## config.mk

```make
export PLATFORM = sky130hd
export DESIGN_NAME = wall_controller_flat
export DESIGN_NICKNAME = d
export VERILOG_FILES = /design/src/rtl/wall_controller_pkg.sv /design/src/rtl/wall_controller_if.sv /design/src/rtl/wall_controller_frame_divider.sv /design/src/rtl/wall_controller.sv /design/src/flat_wrapper.sv
export SDC_FILE = /design/constraint.sdc
export NUM_CORES = 1
export LEC_CHECK = 0
export CORE_MARGIN = 5
export CORE_UTILIZATION = 45
export CTS_BUF_LIST = sky130_fd_sc_hd__clkbuf_4 sky130_fd_sc_hd__clkbuf_8
export DETAILED_ROUTE_END_ITERATION = 8
export HOLD_SLACK_MARGIN = 0.12
export PLACE_DENSITY = 0.71
export SLEW_MARGIN = 20
export SYNTH_ARGS = -nofsm -noshare
export SYNTH_HDL_FRONTEND = slang
export SYNTH_SLANG_ARGS = --single-unit
export TNS_END_PERCENT = 30
```

## constraint.sdc

```tcl
create_clock -name clk -period 2.8 [get_ports clk]
set_input_delay 0.84 -clock clk [delete_from_list [all_inputs] [get_ports clk]]
set_output_delay 0.84 -clock clk [all_outputs]
set_load 0.02 [all_outputs]
```

## src/rtl/wall_controller_pkg.sv

```systemverilog
// Shared constants for the wall sequencer: datapath state codes, FSM encoding,
// screen geometry, colours and the LFSR step used to place the gap.
package wall_pkg;

  localparam logic [1:0] CS_UPDATE = 2'd0;
  localparam logic [1:0] CS_HOLD   = 2'd1;
  localparam logic [1:0] CS_ERASE  = 2'd2;
  localparam logic [1:0] CS_DRAW   = 2'd3;

  localparam logic [2:0] S_IDLE   = 3'd0;
  localparam logic [2:0] S_WAIT   = 3'd1;
  localparam logic [2:0] S_ERASE  = 3'd2;
  localparam logic [2:0] S_UPDATE = 3'd3;
  localparam logic [2:0] S_DRAW   = 3'd4;

  localparam int SCREEN_W = 160;
  localparam int SCREEN_H = 120;

  localparam logic [2:0] WALL_COLOUR  = 3'b010;
  localparam logic [2:0] ERASE_COLOUR = 3'b000;

  localparam logic [7:0] LFSR_SEED    = 8'hA5;
  localparam logic [6:0] HOLE_Y_RESET = 7'd35;
  localparam logic [7:0] WRAP_LIMIT   = 8'd4;

  // Fibonacci LFSR, taps 8,6,5,4
  function automatic logic [7:0] lfsr_step(input logic [7:0] value);
    return {value[6:0], value[7] ^ value[5] ^ value[4] ^ value[3]};
  endfunction

endpackage

```

## src/rtl/wall_controller_if.sv

```systemverilog
// Signal bundle between the wall sequencer, the game top-level, datapath_wall
// and the VGA adapter.
interface wall_controller_if;

  logic       start;
  logic       game_over;
  logic [7:0] wall_x;
  logic [1:0] cur_state;
  logic       plot;
  logic [7:0] x_out;
  logic [6:0] y_out;
  logic [2:0] colour;
  logic [6:0] hole_y;
  logic       busy;

  modport master (
    input  start, game_over, wall_x,
    output cur_state, plot, x_out, y_out, colour, hole_y, busy
  );

  modport slave (
    output start, game_over, wall_x,
    input  cur_state, plot, x_out, y_out, colour, hole_y, busy
  );

endinterface

```

## src/rtl/wall_controller_frame_divider.sv

```systemverilog
// Frame tick generator: counts clk cycles while not cleared and pulses tick on
// the last cycle of each FRAME_DIV-cycle period.
module frame_divider #(
  parameter int FRAME_DIV = 833333
) (
  input  logic clk,
  input  logic resetn,
  input  logic clear,
  output logic tick
);

  localparam int CW = (FRAME_DIV > 1) ? $clog2(FRAME_DIV) : 1;

  logic [CW-1:0] count;

  assign tick = !clear && (count == CW'(FRAME_DIV - 1));

  always_ff @(posedge clk or negedge resetn) begin
    if (!resetn) begin
      count <= '0;
    end else if (clear || tick) begin
      count <= '0;
    end else begin
      count <= count + CW'(1);
    end
  end

endmodule

```

## src/rtl/wall_controller.sv

```systemverilog
// Per-frame wall sequencer: erase the old column, pulse the datapath update for
// one cycle, then redraw the wall with its gap, one pixel per cycle.
module wall_controller
  import wall_pkg::*;
#(
  parameter int FRAME_DIV   = 833333,
  parameter int WALL_WIDTH  = 4,
  parameter int WALL_HEIGHT = 120,
  parameter int HOLE_HEIGHT = 50
) (
  input logic              clk,
  input logic              resetn,
  wall_controller_if.master bus
);

  localparam int DXW = (WALL_WIDTH > 1) ? $clog2(WALL_WIDTH) : 1;
  localparam int DYW = (WALL_HEIGHT > 1) ? $clog2(WALL_HEIGHT) : 1;

  logic [2:0]     state;
  logic [DXW-1:0] dx;
  logic [DYW-1:0] dy;
  logic [7:0]     lfsr;
  logic [6:0]     hole_y;
  logic           tick;
  logic           dx_last;
  logic           dy_last;
  logic [7:0]     x_sum;
  logic [8:0]     dy_ext;
  logic [8:0]     hole_lo;
  logic           on_screen;
  logic           in_hole;

  frame_divider #(
    .FRAME_DIV(FRAME_DIV)
  ) u_frame_divider (
    .clk   (clk),
    .resetn(resetn),
    .clear (state != S_WAIT),
    .tick  (tick)
  );

  assign dx_last   = (dx == DXW'(WALL_WIDTH - 1));
  assign dy_last   = (dy == DYW'(WALL_HEIGHT - 1));
  assign x_sum     = bus.wall_x + 8'(dx);
  assign dy_ext    = 9'(dy);
  assign hole_lo   = {2'b00, hole_y};
  assign on_screen = (x_sum < 8'(SCREEN_W));
  assign in_hole   = (dy_ext >= hole_lo) && (dy_ext < hole_lo + 9'(HOLE_HEIGHT));

  // Counters keep walking when plot is suppressed so each pass is a fixed W*H cycles
  always_ff @(posedge clk or negedge resetn) begin
    if (!resetn) begin
      state  <= S_IDLE;
      dx     <= '0;
      dy     <= '0;
      lfsr   <= LFSR_SEED;
      hole_y <= HOLE_Y_RESET;
    end else begin
      case (state)
        S_IDLE: begin
          if (bus.start) state <= S_WAIT;
        end
        S_WAIT: begin
          if (bus.game_over) state <= S_IDLE;
          else if (tick)     state <= S_ERASE;
        end
        S_ERASE, S_DRAW: begin
          if (dx_last) begin
            dx <= '0;
            if (dy_last) begin
              dy    <= '0;
              state <= (state == S_ERASE) ? S_UPDATE : S_WAIT;
            end else begin
              dy <= dy + DYW'(1);
            end
          end else begin
            dx <= dx + DXW'(1);
          end
        end
        S_UPDATE: begin
          if (bus.wall_x < WRAP_LIMIT) begin
            lfsr   <= lfsr_step(lfsr);
            hole_y <= {1'b0, lfsr[5:0]} + 7'd4;
          end
          state <= S_DRAW;
        end
        default: state <= S_IDLE;
      endcase
    end
  end

  always_comb begin
    bus.cur_state = CS_HOLD;
    bus.plot      = 1'b0;
    bus.x_out     = 8'd0;
    bus.y_out     = 7'd0;
    bus.colour    = ERASE_COLOUR;
    bus.busy      = 1'b0;
    bus.hole_y    = hole_y;
    case (state)
      S_ERASE: begin
        bus.cur_state = CS_ERASE;
        bus.x_out     = x_sum;
        bus.y_out     = 7'(dy);
        bus.plot      = on_screen;
        bus.busy      = 1'b1;
      end
      S_UPDATE: begin
        bus.cur_state = CS_UPDATE;
        bus.busy      = 1'b1;
      end
      S_DRAW: begin
        bus.cur_state = CS_DRAW;
        bus.x_out     = x_sum;
        bus.y_out     = 7'(dy);
        bus.colour    = WALL_COLOUR;
        bus.plot      = on_screen && !in_hole;
        bus.busy      = 1'b1;
      end
      default: ;
    endcase
  end

endmodule

```

## src/flat_wrapper.sv

```systemverilog
// flat-port wrapper written by rule: the top's interface ports become plain ports
module wall_controller_flat import wall_pkg::*;
#(
  parameter int FRAME_DIV   = 833333,
  parameter int WALL_WIDTH  = 4,
  parameter int WALL_HEIGHT = 120,
  parameter int HOLE_HEIGHT = 50
)
  (clk, resetn, bus_start, bus_game_over, bus_wall_x, bus_cur_state, bus_plot, bus_x_out, bus_y_out, bus_colour, bus_hole_y, bus_busy);
  wall_controller_if bus_i ();
  input logic clk;
  input logic resetn;
  input wire logic [$bits(bus_i.start)-1:0] bus_start;
  input wire logic [$bits(bus_i.game_over)-1:0] bus_game_over;
  input wire logic [$bits(bus_i.wall_x)-1:0] bus_wall_x;
  output wire logic [$bits(bus_i.cur_state)-1:0] bus_cur_state;
  output wire logic [$bits(bus_i.plot)-1:0] bus_plot;
  output wire logic [$bits(bus_i.x_out)-1:0] bus_x_out;
  output wire logic [$bits(bus_i.y_out)-1:0] bus_y_out;
  output wire logic [$bits(bus_i.colour)-1:0] bus_colour;
  output wire logic [$bits(bus_i.hole_y)-1:0] bus_hole_y;
  output wire logic [$bits(bus_i.busy)-1:0] bus_busy;
  assign bus_i.start = bus_start;
  assign bus_i.game_over = bus_game_over;
  assign bus_i.wall_x = bus_wall_x;
  assign bus_cur_state = bus_i.cur_state;
  assign bus_plot = bus_i.plot;
  assign bus_x_out = bus_i.x_out;
  assign bus_y_out = bus_i.y_out;
  assign bus_colour = bus_i.colour;
  assign bus_hole_y = bus_i.hole_y;
  assign bus_busy = bus_i.busy;
  wall_controller #(.FRAME_DIV(FRAME_DIV), .WALL_WIDTH(WALL_WIDTH), .WALL_HEIGHT(WALL_HEIGHT), .HOLE_HEIGHT(HOLE_HEIGHT)) u_core (.clk(clk), .resetn(resetn), .bus(bus_i));
endmodule
```

==> results.json, run 1 <==
{
  "avgRoutedWirePerCell_um": 13.3,
  "tns_ns": -1.01,
  "final_layout_size_suffix_gt1_share_pct": 29.9,
  "final_cell_area_um2": 3890,
  "synth_top_flop_cell": "dfrtp_1",
  "cap_violations": 0,
  "worst_pin_slew_ns": 0.657,
  "rrSetupSlack_ns": 0.79,
  "cp_top_family": "compound AO/OA/AOI/OAI gates",
  "cts_root_buffer": "clkbuf_8",
  "gp_congestion": 0.824,
  "ys_async_sr_fraction_pct": 100,
  "crit_chain": "ha_4, a21oi_2, and2_4, nor2_4, ha_4, o21ai_1, nor2_1, o32ai_2, o221a_2, nor4_4, buf_4",
  "synth_edf_count": 0,
  "rsz0062_at_grt": "yes",
  "worst_hold_slack_ns": 0.508,
  "worst_slack_ns": -0.492,
  "total_leakage_power_uw": 0.00174,
  "grt_pass1_wl_um": 10400,
  "critPathMaxStageDelay_ns": 0.61,
  "synth-seq-cells": 46,
  "start_util_pct": 45.5,
  "slew_headroom_pct": 56.1,
  "drt_iter0_drc": 83,
  "drc": 0,
  "finalNonFillerCells": 455,
  "hold_class": "in2async",
  "critical_path_required_ns": 1.96,
  "dr.pass1.iters": 4,
  "clock-sinks": 46,
  "critPathMaxFanout": 4,
  "grtUsageTotal_pct": 16.5,
  "slew_violations": 0,
  "finalCriticalPeriod_ns": 3.29,
  "violations": "setup timing",
  "crit_type": "reg2out",
  "routed_wl_um": 6050,
  "gr-total-overflow": 0,
  "irDropWorstVdd_v": 0.000295,
  "grt_pass1_vias": 2306,
  "cts_htree_levels": 2,
  "ios": 41,
  "crit_buf_inv": 1,
  "grt_max_degree": 47,
  "core_area_um2": 6280,
  "synth.area.top_cells": "dfrtp_1 35%, ha_1 9.2%, xnor2_1 6.1%",
  "ys_types": 43,
  "clock_latency_ns": 0.29,
  "total_power_uw": 1150,
  "cp.arrival_ns": 2.45,
  "crit_top_cell": "ha_4",
  "setup_viol_count_final": 8,
  "yosysSeqAreaShare_pct": 40.6,
  "vias": 2347,
  "critPathCaptureType": "output port",
  "cts_buffers": 5,
  "dp.cells": 442,
  "antenna_found_initial": 0,
  "status": "finished with violations",
  "n_antenna_cell": 0,
  "via_per_inst": 5.16,
  "dp_hpwl_um": 4410,
  "yosys.area.top_type_share_pct": 35.1,
  "holdBufCountCts": 0,
  "avgSynthCellArea_um2": 9.49,
  "synth.largest_area_cell": "dfrtp_1",
  "netlist_area_um2": 2860,
  "io_buffer_count": 38,
  "cts_max_path_buffers": 2,
  "yosys_warnings": 0,
  "nets": 411,
  "cts_tree": "done",
  "die_h_um": 89.7,
  "dpl_cell_area_um2": 3610,
  "area_growth_syn_to_layout_pct": 36.2,
  "rows": 29,
  "critPathSlowestCell": "dfstp_2",
  "finClkSkew_ns": 0.00781,
  "max_freq_mhz": 304,
  "hold_violations": 0,
  "netlist_instances": 301,
  "p_per_area_nw_per_um2": 295,
  "ant_nets": 0,
  "period_share_pct": 118,
  "die-area_um2": 8040,
  "die_w_um": 89.7,
  "clk_pin_slew_ns": 0.09,
  "start_kind": "register"
}
state kept, by name, indices dropped and copies added (netlist names):
signal                        count
u_core.u_frame_divider.count     20
u_core.bus.hole_y                 7
u_core.dy                         7
u_core.lfsr                       7
u_core.state                      3
u_core.dx                         2
what timing repair did:
action	CTS	global route
endpoints found under the setup margin	16	16
gates resized for setup	75	17
setup buffers	3	1
pin swaps	22	13
gates cloned	0	1
hold endpoints to repair	0	0
logic make-up after synthesis:
kind of cell | Yosys count | synth area share (%)
mux | 11 | 4.34
xor+xnor | 33 | 10.1
simple gates | 134 | 24.3
flops | 46 | 40.6
fa+ha+maj | 22 | 9.90
other cells | 1 | 0.131
buf+inv | 22 | 3.33
compound gates | 32 | 7.27
per-stage QoR:
stage / setup slack (ns) / util (%)
2_1_floorplan: -0.159 / -
3_3_place_gp: -1.07 / 57.5
3_5_place_dp: -1.11 / 57.5
4_1_cts: -0.514 / 60.9
5_1_grt: -0.594 / 61.9
6_report: -0.492 / 61.9
power by group:
group	switching [µW]	leakage, µW	internal (µW)
sequential	0.593	0.000599	665
combinational	47.9	0.00110	41.6
clock	211	0.0000484	183
total	260	0.00174	889
worst reg2reg max path: stages, from the launching register on:
cell and delay (ns):
dfrtp_1 0.45, nand2b_1 0.20, a21o_2 0.28, clkinvlp_2 0.16, buf_4 0.14, nand2_1 0.17
nor2_1 0.16, mux2_2 0.34
layer usage:
metal / GRT usage [%] / share of wire [%]
met2: 28.4 / 50
met5: 0 / 0
met3: 3.19 / 2.6
met4: 3.25 / 0.68
met1: 21.6 / 46
path summary, 6_finish.rpt:
| check | startpoint | end | cells past startpoint |
|---|---|---|---|
| max | u_core.bus.hole_y[1]$_DFFE_PN1P_ | bus_plot | 11 |
| min | resetn | u_core.u_frame_divider.count[13]$_DFF_PN0_ | 2 |
| max reg2reg | u_core.state[1]$_DFFE_PN0P_ | u_core.dy[6]$_DFFE_PN0P_ | 7 |
| min reg2reg | u_core.u_frame_divider.count[0]$_DFF_PN0_ | u_core.u_frame_divider.count[0]$_DFF_PN0_ | 1 |
| max in group asynchronous | resetn | u_core.bus.hole_y[0]$_DFFE_PN1P_ | 2 |
| min in group clk | u_core.u_frame_divider.count[0]$_DFF_PN0_ | u_core.u_frame_divider.count[0]$_DFF_PN0_ | 1 |
area by class of cell:
class / count / area [µm²]
Timing Repair Buffer: 78 / 689
Tap cell: 77 / 96.3
Sequential cell: 46 / 1160
Multi-Input combinational cell: 234 / 1810
Timing Repair inverter: 1 / 5.00
Inverter: 11 / 41.3
Clock buffer: 6 / 76.3
Fill cell: 515 / 2390
Clock inverter: 2 / 10.0
synth_stat cells (all sizes together), types with 3 or more instances:
master and n:
a21oi 7, nor2 39, dfstp 6, dfrtp 40, ha 21, buf 4, nand2b 4, mux2 11
inv 11, and2 9, nor3 9, nor2b 8, and4 3, o21ai 9, xor2 13, clkbuf 7
nand4 9, and3 9, a21o 3, nand3 15, xnor2 20, nand2 20, a211oi 3
cell usage in the layout (no fill, tap or decap), types with 9 or more instances in the layout:
master	count
xnor2_1	18
xor2_1	13
inv_1	9
nand3_1	10
nand4_1	9
clkdlybuf4s50_1	16
mux2_2	11
nor2_1	36
ha_1	16
nand2_1	20
dfrtp_1	39
buf_4	43
Power figures use the tool's default switching activity.
==> inputs of run 2 (changes only) <==
--- a/config.mk
+++ b/config.mk
@@ -5,6 +5,7 @@
 export SDC_FILE = /design/constraint.sdc
 export NUM_CORES = 1
 export LEC_CHECK = 0
+export CAP_MARGIN = 25
 export CORE_MARGIN = 5
 export CORE_UTILIZATION = 45
 export CTS_BUF_LIST = sky130_fd_sc_hd__clkbuf_4 sky130_fd_sc_hd__clkbuf_8
==> results of run 2 <==
Same layout as run 1: the final DEF is identical, and so are final timing and power.
==> patch 1: new RTL, flow settings as in run 1 <==
`WALL_HEIGHT` is set to 120 in 2 places; all go to 240.
--- a/src/rtl/wall_controller.sv
+++ b/src/rtl/wall_controller.sv
@@ -5,7 +5,7 @@
 #(
   parameter int FRAME_DIV   = 833333,
   parameter int WALL_WIDTH  = 4,
-  parameter int WALL_HEIGHT = 120,
+  parameter int WALL_HEIGHT = 240,
   parameter int HOLE_HEIGHT = 50
 ) (
   input logic              clk,
--- a/src/flat_wrapper.sv
+++ b/src/flat_wrapper.sv
@@ -3,7 +3,7 @@
 #(
   parameter int FRAME_DIV   = 833333,
   parameter int WALL_WIDTH  = 4,
-  parameter int WALL_HEIGHT = 120,
+  parameter int WALL_HEIGHT = 240,
   parameter int HOLE_HEIGHT = 50
 )
   (clk, resetn, bus_start, bus_game_over, bus_wall_x, bus_cur_state, bus_plot, bus_x_out, bus_y_out, bus_colour, bus_hole_y, bus_busy);
Check against the original RTL: same outputs for any inputs over 10 cycles, from zero or initial values and one cycle with resetn low; that may be too few to reach the edited logic, so the function may still have changed.
==> patch 1 against run 1 <==
  * The run still ends with setup timing left
  * Design area increased by 5.2%
  * Area after synthesis increased by 7.6%
  * Routed wire length increased by 15%
  * Total power increased by 8.0%
  * Worst setup slack improved by 0.050 ns
  * Sequential cell count increased by 1
  * Count of clock-buffer cells in the layout unchanged
  * Critical endpoint unchanged
  * Largest power group unchanged
==> patch 1: results (changes against run 1) <==
Layout
  – Fill cells: 570 (was 515)
  – Seq area share: 28.9% (was 29.8%)
  – Multi-input gate area: 1910 sq um (was 1810 sq um)
  – Multi-Input Combinational: 242 (was 234)
  – Final clock-cell share: 2.42% (was 2.22%)

Synthesis
  – Library cells used by synthesis: 54 (was 43)
  – Sequential area share after synthesis: 38.5% (was 40.6%)
  – Ranking of synthesized cells by area: dfrtp_1 (33%), ha_1 (9.0%), xnor2_1 (5.7%) (was dfrtp_1 (35%), ha_1 (9.2%), xnor2_1 (6.1%))
  – Syn Inst Count: 315 (was 301)

Floorplanning
  – Chip width: 92.6 um (was 89.7 um)

Drt
  – Total Wirelength: 6970 um (was 6050 um)
  – 1st-iter DRT viols: 133 (was 83)

Setup path
  – R2R Path Start: u_core.dx[1] (was u_core.state[1])
  – Largest stage delay on the critical path: 0.58 ns (was 0.61 ns)
  – Cells on worst reg2reg path: 6 (was 7)
  – Worst-path fanout max: 3 (was 4)

STA
  – Setup WS post-layout: -0.441 ns (was -0.492 ns)
  – Final TNS setup: -0.635 ns (was -1.01 ns)
  – Final number of setup-violating endpoints: 4 (was 8)
  – Hold WS: 0.493 ns (was 0.508 ns)

Global routing
  – Largest net degree at the start of global routing: 48 (was 47)
  – First-pass GRT wire length: 11,900 um (was 10,400 um)

Run status
  – Status: finished, violations left (unchanged)
  – Failing checks: setup timing (unchanged)

Min path
  – Hold WC Path Type: reg2reg (was in2async)

Power
  – LEAKAGE: 1.86 nW (was 1.74 nW)
  – Pwr Density: 303 nW/um^2 (was 295 nW/um^2)
  – Worst VDD drop: 179 uV (was 295 uV)
  – NetSw: 306 uW (was 260 uW)

Clock network
  – Clock Sinks: 47 (was 46)

Placed design
  – Placed instance area: 3870 sq um (was 3610 sq um)
  – Placed Cells: 466 (was 442)
[patch 1: changes by cell type after synthesis, sizes merged, moves of 4 or more]
cell / change
buf: +6
clkbuf: -5
inv: +4
nor2: +6
nor2b: -6
o21ai: +5
[patch 1: repair_timing]
item,4_1_cts,5_1_grt
gates resized for setup,83,9
setup endpoints to repair,17,10
pin swaps,20,4
gates cloned,0,0
endpoints found under the hold margin,0,0
setup buffers,3,0
[patch 1: metal layers]
metal	track usage (%)	share of wire, %
met1	23.5	47
met2	28.2	49
met3	2.92	3.0
met5	0	0
met4	3.79	1.0
[patch 1: cells by family (layout without fill, tap and decap cells)]
logic type | count (synthesis) | count (layout) | share of synthesized area (%)
DFF | 47 | 47 | 38.5
adders and majority gates | 23 | 23 | 9.61
xor gates and xnor gates | 37 | 37 | 10.8
buffers and inverters | 27 | 108 | 4.84
and+or+nand+nor | 135 | 135 | 24.1
other | 1 | 2 | 0.122
muxes | 11 | 11 | 5.05
AOI/OAI and AO/OA | 34 | 34 | 6.92
==> patch 2: new RTL, settings of run 1 <==
Made on the original files. Make the reset (`resetn`) synchronous in 2 clocked blocks.
--- a/src/rtl/wall_controller_frame_divider.sv
+++ b/src/rtl/wall_controller_frame_divider.sv
@@ -15,7 +15,7 @@
 
   assign tick = !clear && (count == CW'(FRAME_DIV - 1));
 
-  always_ff @(posedge clk or negedge resetn) begin
+  always_ff @(posedge clk) begin
     if (!resetn) begin
       count <= '0;
     end else if (clear || tick) begin
--- a/src/rtl/wall_controller.sv
+++ b/src/rtl/wall_controller.sv
@@ -48,7 +48,7 @@
   assign in_hole   = (dy_ext >= hole_lo) && (dy_ext < hole_lo + 9'(HOLE_HEIGHT));
 
   // Counters keep walking when plot is suppressed so each pass is a fixed W*H cycles
-  always_ff @(posedge clk or negedge resetn) begin
+  always_ff @(posedge clk) begin
     if (!resetn) begin
       state  <= S_IDLE;
       dx     <= '0;
Function: no difference found for any inputs over 10 cycles, from zero or initial values and one cycle with resetn low; that may be too few to reach the edited logic, so the function may still have changed.
==> patch 2 against run 1 <==
  * The run still ends with setup timing left
  * Via count up 13%
  * Count of clock-buffer cells in the layout down 1
  * Die area up 0.23%
  * Global-route usage about the same
  * Area after synthesis up 0.26%
  * Worst setup slack better by 0.14 ns
  * Clock skew up 0.0026 ns
  * Design area down 0.45%
  * Sequential cell count unchanged
  * Routed wire length up 9.6%
  * Largest cell class unchanged
  * Highest routed layer unchanged
Power is not compared: it rests on default switching activity, and its combinational part moved more than twofold at a synthesized area within 25%.
==> patch 2: results (changes against run 1) <==
Drt
  – 1st-iter DRT viols: 69 (was 83)
  – Pre-antenna DRT Iters: 6 (was 4)
  – Wire per inst: 13.2 um (was 13.3 um)
  – Drt via density: 5.28 (was 5.16)

Layout
  – Layout cells sized above 1: 24.9% (was 29.9%)
  – Antenna cells: 0 (unchanged)
  – Final #Nets: 458 (was 411)
  – Largest register FFs: 20 (unchanged)
  – Post-Layout Cell Count: 502 (was 455)
  – Largest register by flop count: u_core.u_frame_divider.count (unchanged)

Min path
  – Hold WC Path Type: reg2reg (was in2async)
  – Hold Path Origin: u_core.lfsr[1]
  – Hold path depth: 2

Setup path
  – Largest stage delay on the critical path: 0.37 ns (was 0.61 ns)
  – Worst-path fanout max: 3 (was 4)
  – R2R Path End: u_core.state[1] (was u_core.dy[6])
  – Cells on worst reg2reg path: 6 (was 7)
  – Arr. time, crit path: 2.31 ns (was 2.45 ns)
  – R2R Path Start: u_core.dx[1] (was u_core.state[1])
  – Slowest library cell on the worst path: fa_2 (was dfstp_2)
  – Minimum setup slack among reg-to-reg paths: 0.68 ns (was 0.79 ns)
  – Crit path launch: bus_wall_x[0] (was u_core.bus.hole_y[1])

Synthesis
  – Ranking of synthesized cells by area: dfxtp_1 (32%), ha_1 (9.2%), xnor2_1 (6.4%) (was dfrtp_1 (35%), ha_1 (9.2%), xnor2_1 (6.1%))
  – Sequential area share after synthesis: 32.2% (was 40.6%)
  – Post-synth top cells: dfxtp_1 (46), nor2_1 (37), nand2_1 (22) (was dfrtp_1 (40), nor2_1 (39), ha_1 (21))
  – Syn Inst Count: 338 (was 301)
  – Async set-reset flop share out of synthesis: 0% (was 100%)
  – Ys Warns: 0 (unchanged)
  – Library cells used by synthesis: 51 (was 43)

Placed design
  – Placed Cells: 492 (was 442)
  – Port bufs: 38 (unchanged)
  – Placed instance area: 3720 sq um (was 3610 sq um)
  – Final HPWL DP: 4980 um (was 4410 um)
  – Routability cong.: 0.799 (was 0.824)

Run status
  – Status: finished, violations left (unchanged)
  – Failing checks: setup timing (unchanged)

Clock network
  – H-tree levels: 2 (unchanged)
  – Root cell of the clock tree: clkbuf_8 (unchanged)
  – Clock tree buffer depth: 2 (unchanged)
  – Num CTS Buffers: 5 (unchanged)
  – Clk_lat worst skew: 0.30 ns

STA
  – Hold WS: 0.478 ns (was 0.508 ns)
  – Final number of setup-violating endpoints: 5 (was 8)
  – Slew @ Worst Pin: 0.701 ns (was 0.657 ns)
  – Setup WS post-layout: -0.355 ns (was -0.492 ns)
  – Worst Skew: 0.0104 ns (was 0.00781 ns)

Power
  – LEAKAGE: 1.63 nW

Global routing
  – Vias in the first global route: 2,548 (was 2,306)
  – GRT Resource Usage Total: 16.4% (was 16.5%)
  – Largest net degree at the start of global routing: 21 (was 47)
  – First-pass GRT wire length: 11,400 um (was 10,400 um)
  – Initial antenna violation count: 0 (unchanged)
patch 2: cell types whose count changed in the layout (fill, tap and decap cells not counted), moves of 7 or more:
cell	run 1	this run
mux2i_1	0	11
buf_4	43	57
dlymetal6s2s_1	7	0
dfrtp_1	39	0
inv_1	9	17
mux2_2	11	1
a21oi_1	4	16
dfxtp_1	0	45
patch 2: how the worst max path moves through the flow:
stage	end	slack, ns	depth (start not counted)
floorplan	bus_plot	-0.16	6
detailed placement	bus_plot	-1.26	8
CTS	bus_plot	-0.40	8
global route	bus_plot	-0.39	8
finish	bus_plot	-0.35	8
global placement	bus_plot	-1.22	8
patch 2: layer usage:
metal | vias to the layer above | part of all wire, % | global-route usage [%]
met5 | - | 0 | 0
met4 | 0 | 1.3 | 3.78
met3 | 8 | 3.8 | 3.42
met2 | 53 | 47 | 28.2
met1 | 1242 | 48 | 21.0
li1 | 1350 | - | -
patch 2: power groups by stage:
stage / logic [mW] / registers, mW / clock network, mW
global placement: 0.665 / 0.715 / 0
detailed placement: 0.674 / 0.716 / 0
finish: 0.678 / 0.702 / 0.424
CTS: 0.663 / 0.703 / 0.439
floorplan: 0.378 / 0.714 / 0
global route: 0.740 / 0.704 / 0.463
patch 2: cell families (layout without fill, tap and decap cells):
logic type	Yosys count	in the layout	share of synthesized area, %
AOI/OAI and AO/OA	50	50	11.4
xor gates and xnor gates	31	31	9.48
DFF	46	46	32.2
other	1	2	0.131
adders and majority gates	22	22	9.88
muxes	12	12	4.24
buffers and inverters	34	120	5.16
and+or+nand+nor	142	142	27.5
patch 2: final cells by class:
type,instances,area [sq um]
Inverter,18,71.3
Timing Repair Buffer,94,778
Multi-Input combinational cell,259,1910
Sequential cell,46,925
Clock buffer,5,68.8
Tap cell,77,96.3
Fill cell,559,2410
Clock inverter,3,25.0
patch 2: critical path, delay by kind of cell:
kind                       cells  cell delay, ns
and+or+nand+nor                1            0.10
buffers and inverters          2            0.23
adders and majority gates      2            0.52
AOI/OAI and AO/OA              3            0.62
patch 2: stage by stage:
step           setup TNS (ns)  worst slack [ns]
2_1_floorplan          -0.230            -0.162
5_1_grt                 -1.22            -0.391
4_1_cts                -0.811            -0.403
3_5_place_dp            -7.94             -1.26
6_report               -0.971            -0.355
3_3_place_gp            -7.74             -1.22
patch 2: repair_timing:
| item | 4_1_cts | 5_1_grt |
|---|---|---|
| pin swaps | 11 | 5 |
| resized for setup | 77 | 18 |
| buffers inserted | 1 | 2 |
| cloned | 0 | 0 |
| endpoints found under the setup margin | 17 | 12 |
